## src/rtl/net_resolve_pkg.sv

```systemverilog
// Shared types and resolution helpers for multi-driver net resolution.
package net_resolve_pkg;

  typedef enum logic [1:0] {
    ModeWor  = 2'd0,
    ModeWand = 2'd1,
    ModeTri0 = 2'd2,
    ModeTri1 = 2'd3
  } mode_e;

  // Upper bounds for the generic lane helper used by checkers.
  localparam int unsigned MaxNch = 16;
  localparam int unsigned MaxW   = 16;

  typedef struct packed {
    logic [MaxW-1:0] value;
    logic            undriven;
    logic            conflict;
  } lane_res_t;

  // Value a bit falls back to when undriven or (for tri modes) contested.
  function automatic logic pull_bit(input mode_e mode);
    return (mode == ModeWand) || (mode == ModeTri1);
  endfunction

  // Resolve one bit from the OR and AND of its enabled drivers.
  // An undriven bit has or=0/and=1, which lands on the pull value in every mode.
  function automatic logic resolve_bit(input mode_e mode, input logic or_b, input logic and_b);
    case (mode)
      ModeWor:  return or_b;
      ModeWand: return and_b;
      default:  return (or_b == and_b) ? or_b : pull_bit(mode);
    endcase
  endfunction

  // Whole-lane resolve; unused channels must have en=0, unused bits are don't-care.
  function automatic lane_res_t resolve_lane(input mode_e mode, input logic [MaxNch-1:0] en,
                                             input logic [MaxNch-1:0][MaxW-1:0] data);
    lane_res_t       res;
    logic [MaxW-1:0] or_v;
    logic [MaxW-1:0] and_v;
    or_v  = '0;
    and_v = '1;
    for (int unsigned c = 0; c < MaxNch; c++) begin
      if (en[c]) begin
        or_v  = or_v | data[c];
        and_v = and_v & data[c];
      end
    end
    for (int unsigned b = 0; b < MaxW; b++) begin
      res.value[b] = resolve_bit(mode, or_v[b], and_v[b]);
    end
    res.undriven = ~|en;
    res.conflict = (|en) & (|(or_v ^ and_v));
    return res;
  endfunction

endpackage

```

## src/rtl/net_resolve_skid.sv

```systemverilog
// Generic 2-entry valid/ready skid buffer; in_ready depends only on registered state.
module net_resolve_skid #(
  parameter int unsigned DW = 8
) (
  input  logic          clk,
  input  logic          rst_n,
  input  logic          in_valid,
  output logic          in_ready,
  input  logic [DW-1:0] in_data,
  output logic          out_valid,
  input  logic          out_ready,
  output logic [DW-1:0] out_data
);

  logic [DW-1:0] main_q, main_d, skid_q, skid_d;
  logic          main_valid_q, main_valid_d, skid_valid_q, skid_valid_d;
  logic          push;

  assign in_ready  = ~skid_valid_q;
  assign push      = in_valid & ~skid_valid_q;
  assign out_valid = main_valid_q;
  assign out_data  = main_q;

  // Next state: refill the output stage from skid first, else from input; park on stall.
  always_comb begin
    main_d       = main_q;
    main_valid_d = main_valid_q;
    skid_d       = skid_q;
    skid_valid_d = skid_valid_q;
    if (out_ready || !main_valid_q) begin
      if (skid_valid_q) begin
        main_d       = skid_q;
        main_valid_d = 1'b1;
        skid_valid_d = 1'b0;
      end else begin
        main_valid_d = push;
        if (push) main_d = in_data;
      end
    end else if (push) begin
      skid_d       = in_data;
      skid_valid_d = 1'b1;
    end
  end

  // State registers; reset discards any buffered words.
  always_ff @(posedge clk or negedge rst_n) begin
    if (!rst_n) begin
      main_q       <= '0;
      main_valid_q <= 1'b0;
      skid_q       <= '0;
      skid_valid_q <= 1'b0;
    end else begin
      main_q       <= main_d;
      main_valid_q <= main_valid_d;
      skid_q       <= skid_d;
      skid_valid_q <= skid_valid_d;
    end
  end

endmodule

```

## src/rtl/net_resolve_pipe.sv

```systemverilog
// Registered multi-driver net resolver with conflict/undriven flags and valid/ready output.
module net_resolve_pipe
  import net_resolve_pkg::*;
#(
  parameter int unsigned NCH   = 4,
  parameter int unsigned LANES = 4,
  parameter int unsigned W     = 3,
  parameter int unsigned MODE  = 0,
  parameter int unsigned CNT_W = 8
) (
  input  logic                    clk,
  input  logic                    rst_n,
  input  logic                    in_valid,
  output logic                    in_ready,
  input  logic [NCH-1:0]          drv_en,
  input  logic [LANES-1:0][W-1:0] drv_data [NCH],
  output logic                    out_valid,
  input  logic                    out_ready,
  output logic [LANES-1:0][W-1:0] out_data,
  output logic [LANES-1:0]        out_undriven,
  output logic [LANES-1:0]        out_conflict,
  output logic [CNT_W-1:0]        conflict_cnt,
  output logic                    conflict_sticky,
  input  logic                    clr
);

  localparam mode_e       Mode = mode_e'(MODE[1:0]);
  localparam int unsigned PW   = LANES * W + 2 * LANES;

  logic [LANES-1:0][W-1:0] res_data;
  logic [LANES-1:0]        res_und, res_con;
  logic                    accept;
  logic [CNT_W-1:0]        cnt_q, cnt_d;
  logic                    sticky_q, sticky_d;

  for (genvar l = 0; l < LANES; l++) begin : g_lane
    logic [W-1:0] dis;
    for (genvar b = 0; b < W; b++) begin : g_bit
      logic [NCH-1:0] col;
      logic           or_b, and_b;
      for (genvar c = 0; c < NCH; c++) begin : g_ch
        assign col[c] = drv_data[c][l][b];
      end
      assign or_b            = |(col & drv_en);
      assign and_b           = &(col | ~drv_en);
      assign res_data[l][b]  = resolve_bit(Mode, or_b, and_b);
      assign dis[b]          = or_b ^ and_b;
    end
    assign res_und[l] = ~|drv_en;
    assign res_con[l] = (|drv_en) & (|dis);
  end

  assign accept = in_valid & in_ready;

  // Conflict statistics: saturating count and sticky flag; clr overrides a same-cycle event.
  always_comb begin
    cnt_d    = cnt_q;
    sticky_d = sticky_q;
    if (clr) begin
      cnt_d    = '0;
      sticky_d = 1'b0;
    end else if (accept && (|res_con)) begin
      if (cnt_q != '1) cnt_d = cnt_q + CNT_W'(1);
      sticky_d = 1'b1;
    end
  end

  // Statistics registers.
  always_ff @(posedge clk or negedge rst_n) begin
    if (!rst_n) begin
      cnt_q    <= '0;
      sticky_q <= 1'b0;
    end else begin
      cnt_q    <= cnt_d;
      sticky_q <= sticky_d;
    end
  end

  assign conflict_cnt    = cnt_q;
  assign conflict_sticky = sticky_q;

  net_resolve_skid #(
    .DW (PW)
  ) u_skid (
    .clk       (clk),
    .rst_n     (rst_n),
    .in_valid  (in_valid),
    .in_ready  (in_ready),
    .in_data   ({res_data, res_und, res_con}),
    .out_valid (out_valid),
    .out_ready (out_ready),
    .out_data  ({out_data, out_undriven, out_conflict})
  );

endmodule

```

## config.mk

```make
export PLATFORM = sky130hd
export DESIGN_NAME = net_resolve_pipe
export DESIGN_NICKNAME = d
export VERILOG_FILES = /design/src/rtl/net_resolve_pkg.sv /design/src/rtl/net_resolve_skid.sv /design/src/rtl/net_resolve_pipe.sv
export SDC_FILE = /design/constraint.sdc
export NUM_CORES = 1
export LEC_CHECK = 0
export ABC_AREA = 0
export CAP_MARGIN = 20
export CORE_UTILIZATION = 51
export CTS_CLUSTER_DIAMETER = 100
export DETAILED_ROUTE_END_ITERATION = 7
export PLACE_DENSITY = 0.86
export SETUP_SLACK_MARGIN = 0.15
export SLEW_MARGIN = 10
export SYNTH_ARGS = -nofsm -noshare
export SYNTH_HDL_FRONTEND = slang
export SYNTH_SLANG_ARGS = --single-unit
```

## constraint.sdc

```tcl
create_clock -name clk -period 4.82 [get_ports clk]
set_clock_uncertainty 0.15 [all_clocks]
set_input_delay 1.446 -clock clk [delete_from_list [all_inputs] [get_ports clk]]
set_output_delay 1.446 -clock clk [all_outputs]
set_load 0.01 [all_outputs]
```

-- Word level (Yosys, flattened, before mapping)
Cells that the tools add are included.
- equality and inequality tests: 1
- muxes and demuxes: 10
- div/mod/pow operators: 0
- bitwise logic cells: 44
- shifts and indexed selects: 0
- add/subtract/negate cells: 1
- multipliers: 0
- $lt $le $gt $ge: 0
- reductions and logical operators: 41
- operator list (kind ; count):
    $reduce_or A4 Y1 ; 14
    $and A4 B4 Y4 ; 12
    $or A4 B4 Y4 ; 12
    $reduce_and A4 Y1 ; 12
    $mux W20 ; 2
    $mux W8 ; 3
    $reduce_or A3 Y1 ; 4
    $xor A1 B1 Y1 ; 12
    $add A8 B1 Y8 const B ; 1
    $ne A8 B8 Y1 const B ; 1
    $reduce_bool A2 Y1 ; 4
    $reduce_and A2 Y1 ; 3
    $and A1 B1 Y1 ; 5
    $mux W1 ; 5
    $not A4 Y4 ; 1
    $logic_not A1 Y1 ; 2
    $not A1 Y1 ; 2
    $logic_and A1 B1 Y1 ; 1
    $logic_or A1 B1 Y1 ; 1
- bits in registers: 51
- memory bits (read-only): 0
- logic and storage cells: 103
- latch bits: 0
- input bits: 57
- output and inout bits: 31
- memories: 0
- RAM bits: 0

-- Longest topological paths before layout
- word-level depth: 10
- depth in mapped cells: 10
- depth with buffers taken out: 7

-- Hierarchy
Synthesis repeated with hierarchy kept, for this count alone.
- cells, all modules: 328
- area, all modules: 3518.4 um^2
- modules (own cells, without submodules) (module ; sequential area each (um^2) ; area each (um^2) ; instances ; cells each):
    net_resolve_skid ; 1051.0 ; 1981.9 ; 1 ; 115
    net_resolve_pipe ; 225.2 ; 1536.5 ; 1 ; 213

-- Least setup slack after synthesis
Ideal clock, no wire load.
- kind: in2reg
- from: input drv_en[3]
- to: register cnt_q[4] (netlist: conflict_cnt[4])
- path buffers: 2
- data arrival time: 3.396 ns
- path slack: 1.146 ns
- cell stages on the path: 9
- required time: 4.542 ns
- setup time: 0.128 ns
- cell sequence: buf_6 -> buf_8 -> a222oi_1 -> a31oi_1 -> a2111oi_2 -> o2111ai_1 -> nor4_4 -> nor3_1 -> mux2_1
- word-level cells in the longest chain between the ends: 10
- elaborated cells on any way between the ends: 74
- ends and longest elaborated chain (element ; line ; source):
    start, declared ; net_resolve_pipe.sv:15 ; input logic [NCH-1:0] drv_en,
    $not A4 Y4 ; net_resolve_pipe.sv:45 ; assign and_b = &(col | ~drv_en);
    $or A4 B4 Y4 ; net_resolve_pipe.sv:45 ;
    $reduce_and A4 Y1 ; net_resolve_pipe.sv:45 ;
    $xor A1 B1 Y1 ; net_resolve_pipe.sv:47 ; assign dis[b] = or_b ^ and_b;
    $reduce_or A3 Y1 ; net_resolve_pipe.sv:50 ; assign res_con[l] = (|drv_en) & (|dis);
    $and A1 B1 Y1 ; net_resolve_pipe.sv:50 ;
    $reduce_or A4 Y1 (*) ; net_resolve_pipe.sv:62 ; end else if (accept && (|res_con)) begin
    $logic_and A1 B1 Y1 (*) ; net_resolve_pipe.sv:62 ;
    $reduce_bool A2 Y1 (no line) (*) ; -- ;
    $reduce_and A2 Y1 (no line) (*) ; -- ;
    end signal, assigned ; net_resolve_pipe.sv:74 ; cnt_q <= cnt_d;
    end, declared ; net_resolve_pipe.sv:33 ; logic [CNT_W-1:0] cnt_q, cnt_d;
Mark *: on every way between the ends. The rest lies on a longest branch, timed or not.
A chain may end at the register's enable or synchronous reset.

-- Final worst setup path
- from: input drv_en[2]
- to: register cnt_q[4] (netlist: conflict_cnt[4])
Same word-level chain as after synthesis.

==> results_dict.tcl <==
set metrics [dict create \
    switchingPower_w 0.000318 \
    whs_ns 0.332 \
    crit_buf_inv 1 \
    cp_slowest_cell "clkdlybuf4s50_1" \
    pwr-share-seq_pct 45.9 \
    pin_count 88 \
    placed_area_mm2 0.00381 \
    startpoint_type "primary input" \
    fp.coreArea_mm2 0.00551 \
    power.density_mw_per_mm2 268 \
    worstPathCellList "clkdlybuf4s50_1, a222oi_1, a31oi_1, a2111oi_2, o2111ai_1, nor4_4, nor3_1, mux2_1" \
    mostFrequentLayoutCell "clkdlybuf4s50_1" \
    setup_viol 0 \
    clock_path_buffers 2 \
    cts_htree_levels 2 \
    status "finished, final reports clean" \
    p_leak_nw 1.63 \
    ys_ff_latch 45 \
    syn-instance-count 350 \
    gp_congestion 0.900 \
    rows 27 \
    via_count 2848 \
    fmax_mhz 224 \
    detail_route.vias_per_cell 5.64 \
    path_max_fanout 18 \
    grt_setup_unrepaired "false" \
    cts_buffers 5 \
    finalWorstSetupSlack_ns 0.360 \
    postCtsHoldBufs 0 \
    critical_path.max_stage_delay_ns 0.73 \
    async_flop_share_pct 100 \
    nets 490 \
    dpl.hpwl_um 5630 \
    synth_warnings 0 \
    yosysSeqAreaShare_pct 38.9 \
    n_antenna_cell 0 \
    swShare_pct 30.4 \
    portBuffers 87 \
    avgSynthCellArea_um2 8.28 \
    fin_tns_setup_ns 0 \
    synth_edf_count 0 \
    grt_max_degree 46 \
    final_cell_mix "clkdlybuf4s50_1, nand2_1, dfrtp_1" \
    maxCapViolations 0 \
    die_y_um 77.4 \
    ys_types 50 \
    area_delta_synth_final_pct 34.8 \
    synthesis.nets 408 \
    cts-resized-gates 0 \
    yosys.area.top_type_share_pct 38.9 \
    globalRouteOverflowTotal 0 \
    grt_usage_pct 25.5 \
    cp.required_ns 4.85 \
    maxSlewViolCount 0 \
    avgRoutedWirePerCell_um 14.2 \
    drtAntennaViolNets 0 \
    yosysTopAreaCell "dfrtp_1" \
    dpl_worst_slack_ns 0.109 \
    syn-cell-area_mm2 0.00290 \
    critical_path_class "in -> reg" \
    drc 0 \
    synthFlopType "dfrtp_1" \
    finalHoldViolCount 0 \
    critPathCaptureType "flip-flop" \
    drt_iter0_markers 183 \
    antenna_found_initial 0 \
    vdd_drop_max_mv 0.141 \
    p_clk_share_pct 20.7 \
    final_area_mm2 0.00391 \
    min_period_ns 4.46 \
    clock-sinks 45 \
    routed_wl_um 7190 \
    slew_headroom_pct 37.7 \
    grt_pass1_vias 2694 \
    clk_latency_ns 0.29 \
    arrival_ns 4.49 \
    first_pass_iters 4 \
    cts_root_buffer "clkbuf_8" \
    p_int_w 0.000730 \
    start_util_pct 52.6 \
    crit_family "compound AO/OA/AOI/OAI gates" \
    fp.dieArea_mm2 0.00599 \
    fp.dieW_um 77.4 \
    post_cts_buffers 0 \
    clk_pin_slew_worst_paths_ns 0.08 \
    fill_cells 430 \
    period_share_pct 92.5 \
    final_layout_size_suffix_gt1_share_pct 7.39 \
    cts_tree "yes" \
    ys_top_cells_by_area "dfrtp_1, nand2_1, o21ai_0, nand2b_1, a21oi_1" \
    hp-class "reg -> reg" \
    tightest_slew_ns 0.934 \
    grt_pass1_wl_um 12100 \
    p_comb_share_pct 33.3 \
]
[metal layers]
layer	track usage [%]	wire (µm)	up-vias
li1	-	-	1428
met1	33.0	3180	1295
met2	42.3	3450	114
met3	4.59	449	11
met4	10.2	117	0
met5	0	0	-
[tightest hold or removal path, cell delays in order (launching register included)]
cell     delay, ns
dfrtp_1       0.34
nand2_1       0.05
o21ai_0       0.06
[logic make-up after synthesis]
group | count (synthesis) | synth area share (%)
compound gates | 117 | 26.0
xor+xnor | 1 | 0.302
fa+ha+maj | 1 | 0.432
buf+inv | 34 | 5.96
flops | 45 | 38.9
mux | 10 | 3.84
simple gates | 142 | 24.7
[sequential cells by signal, indices dropped and copies added, names as in the netlist]
register	cells
u_skid.out_data	17
u_skid.skid_valid_q	1
u_skid.skid_q	17
conflict_sticky	1
u_skid.out_valid	1
conflict_cnt	8
[cell usage after synthesis, types with 2 or more instances]
cell	n
a211oi_1	2
a21boi_0	5
a21oi_1	22
a221oi_1	3
a222oi_1	7
a22o_1	3
a22oi_1	7
a31oi_1	5
a32oi_1	3
and2_1	3
and3_1	3
buf_1	4
buf_2	6
buf_4	3
buf_6	2
clkbuf_1	9
dfrtp_1	45
inv_1	9
mux2_1	3
mux2_2	6
nand2_1	57
nand2b_1	23
nand3_1	3
nand4_1	5
nor2_1	22
nor2b_1	4
nor3_1	4
nor4_1	3
o2111ai_1	2
o211ai_1	3
o21ai_0	42
o21bai_1	2
o221ai_1	2
o22ai_1	5
or2b_1	7
or3_1	2
[power groups by stage]
stage	sequential [W]	combinational (W)	clock, W
global placement	0.000485	0.000337	0
finish	0.000482	0.000350	0.000217
floorplan	0.000500	0.000160	0
detailed placement	0.000489	0.000349	0
CTS	0.000481	0.000350	0.000225
global route	0.000490	0.000387	0.000243
[final timing paths]
check	from	end	slack (ns)	cells past startpoint
max in group asynchronous	rst_n	u_skid.out_data[18]	2.80	1
hold reg to reg	u_skid.out_data[19]	u_skid.out_data[19]	0.33	2
hold / removal	u_skid.out_data[19]	u_skid.out_data[19]	0.33	2
setup / recovery	drv_en[2]	conflict_cnt[4]	0.36	8
min in group asynchronous	rst_n	u_skid.out_data[17]	1.14	1
setup reg to reg	conflict_cnt[2]	conflict_cnt[4]	2.61	6
[stage by stage]
step | instances | total power (W) | utilization, %
after floorplan | 350 | 0.000660 | -
after global placement | 496 | 0.000823 | 69.2
after detailed placement | 496 | 0.000838 | 69.2
after CTS | 504 | 0.00106 | 70.7
after global routing | 505 | 0.00112 | 70.9
final | 505 | 0.00105 | 70.9
[area by class of cell]
class                      count  area (µm²)  share of cell area [%]
timing repair buffer         100         971                    24.9
clock buffer                   6        72.6                    1.86
clock inverter                 2        10.0                   0.256
inverter                       9        33.8                   0.865
multi-input combinational    271        1600                    41.0
sequential                    45        1130                    28.8
tap                           72        90.1                    2.31
Power figures use the tool's default switching activity.
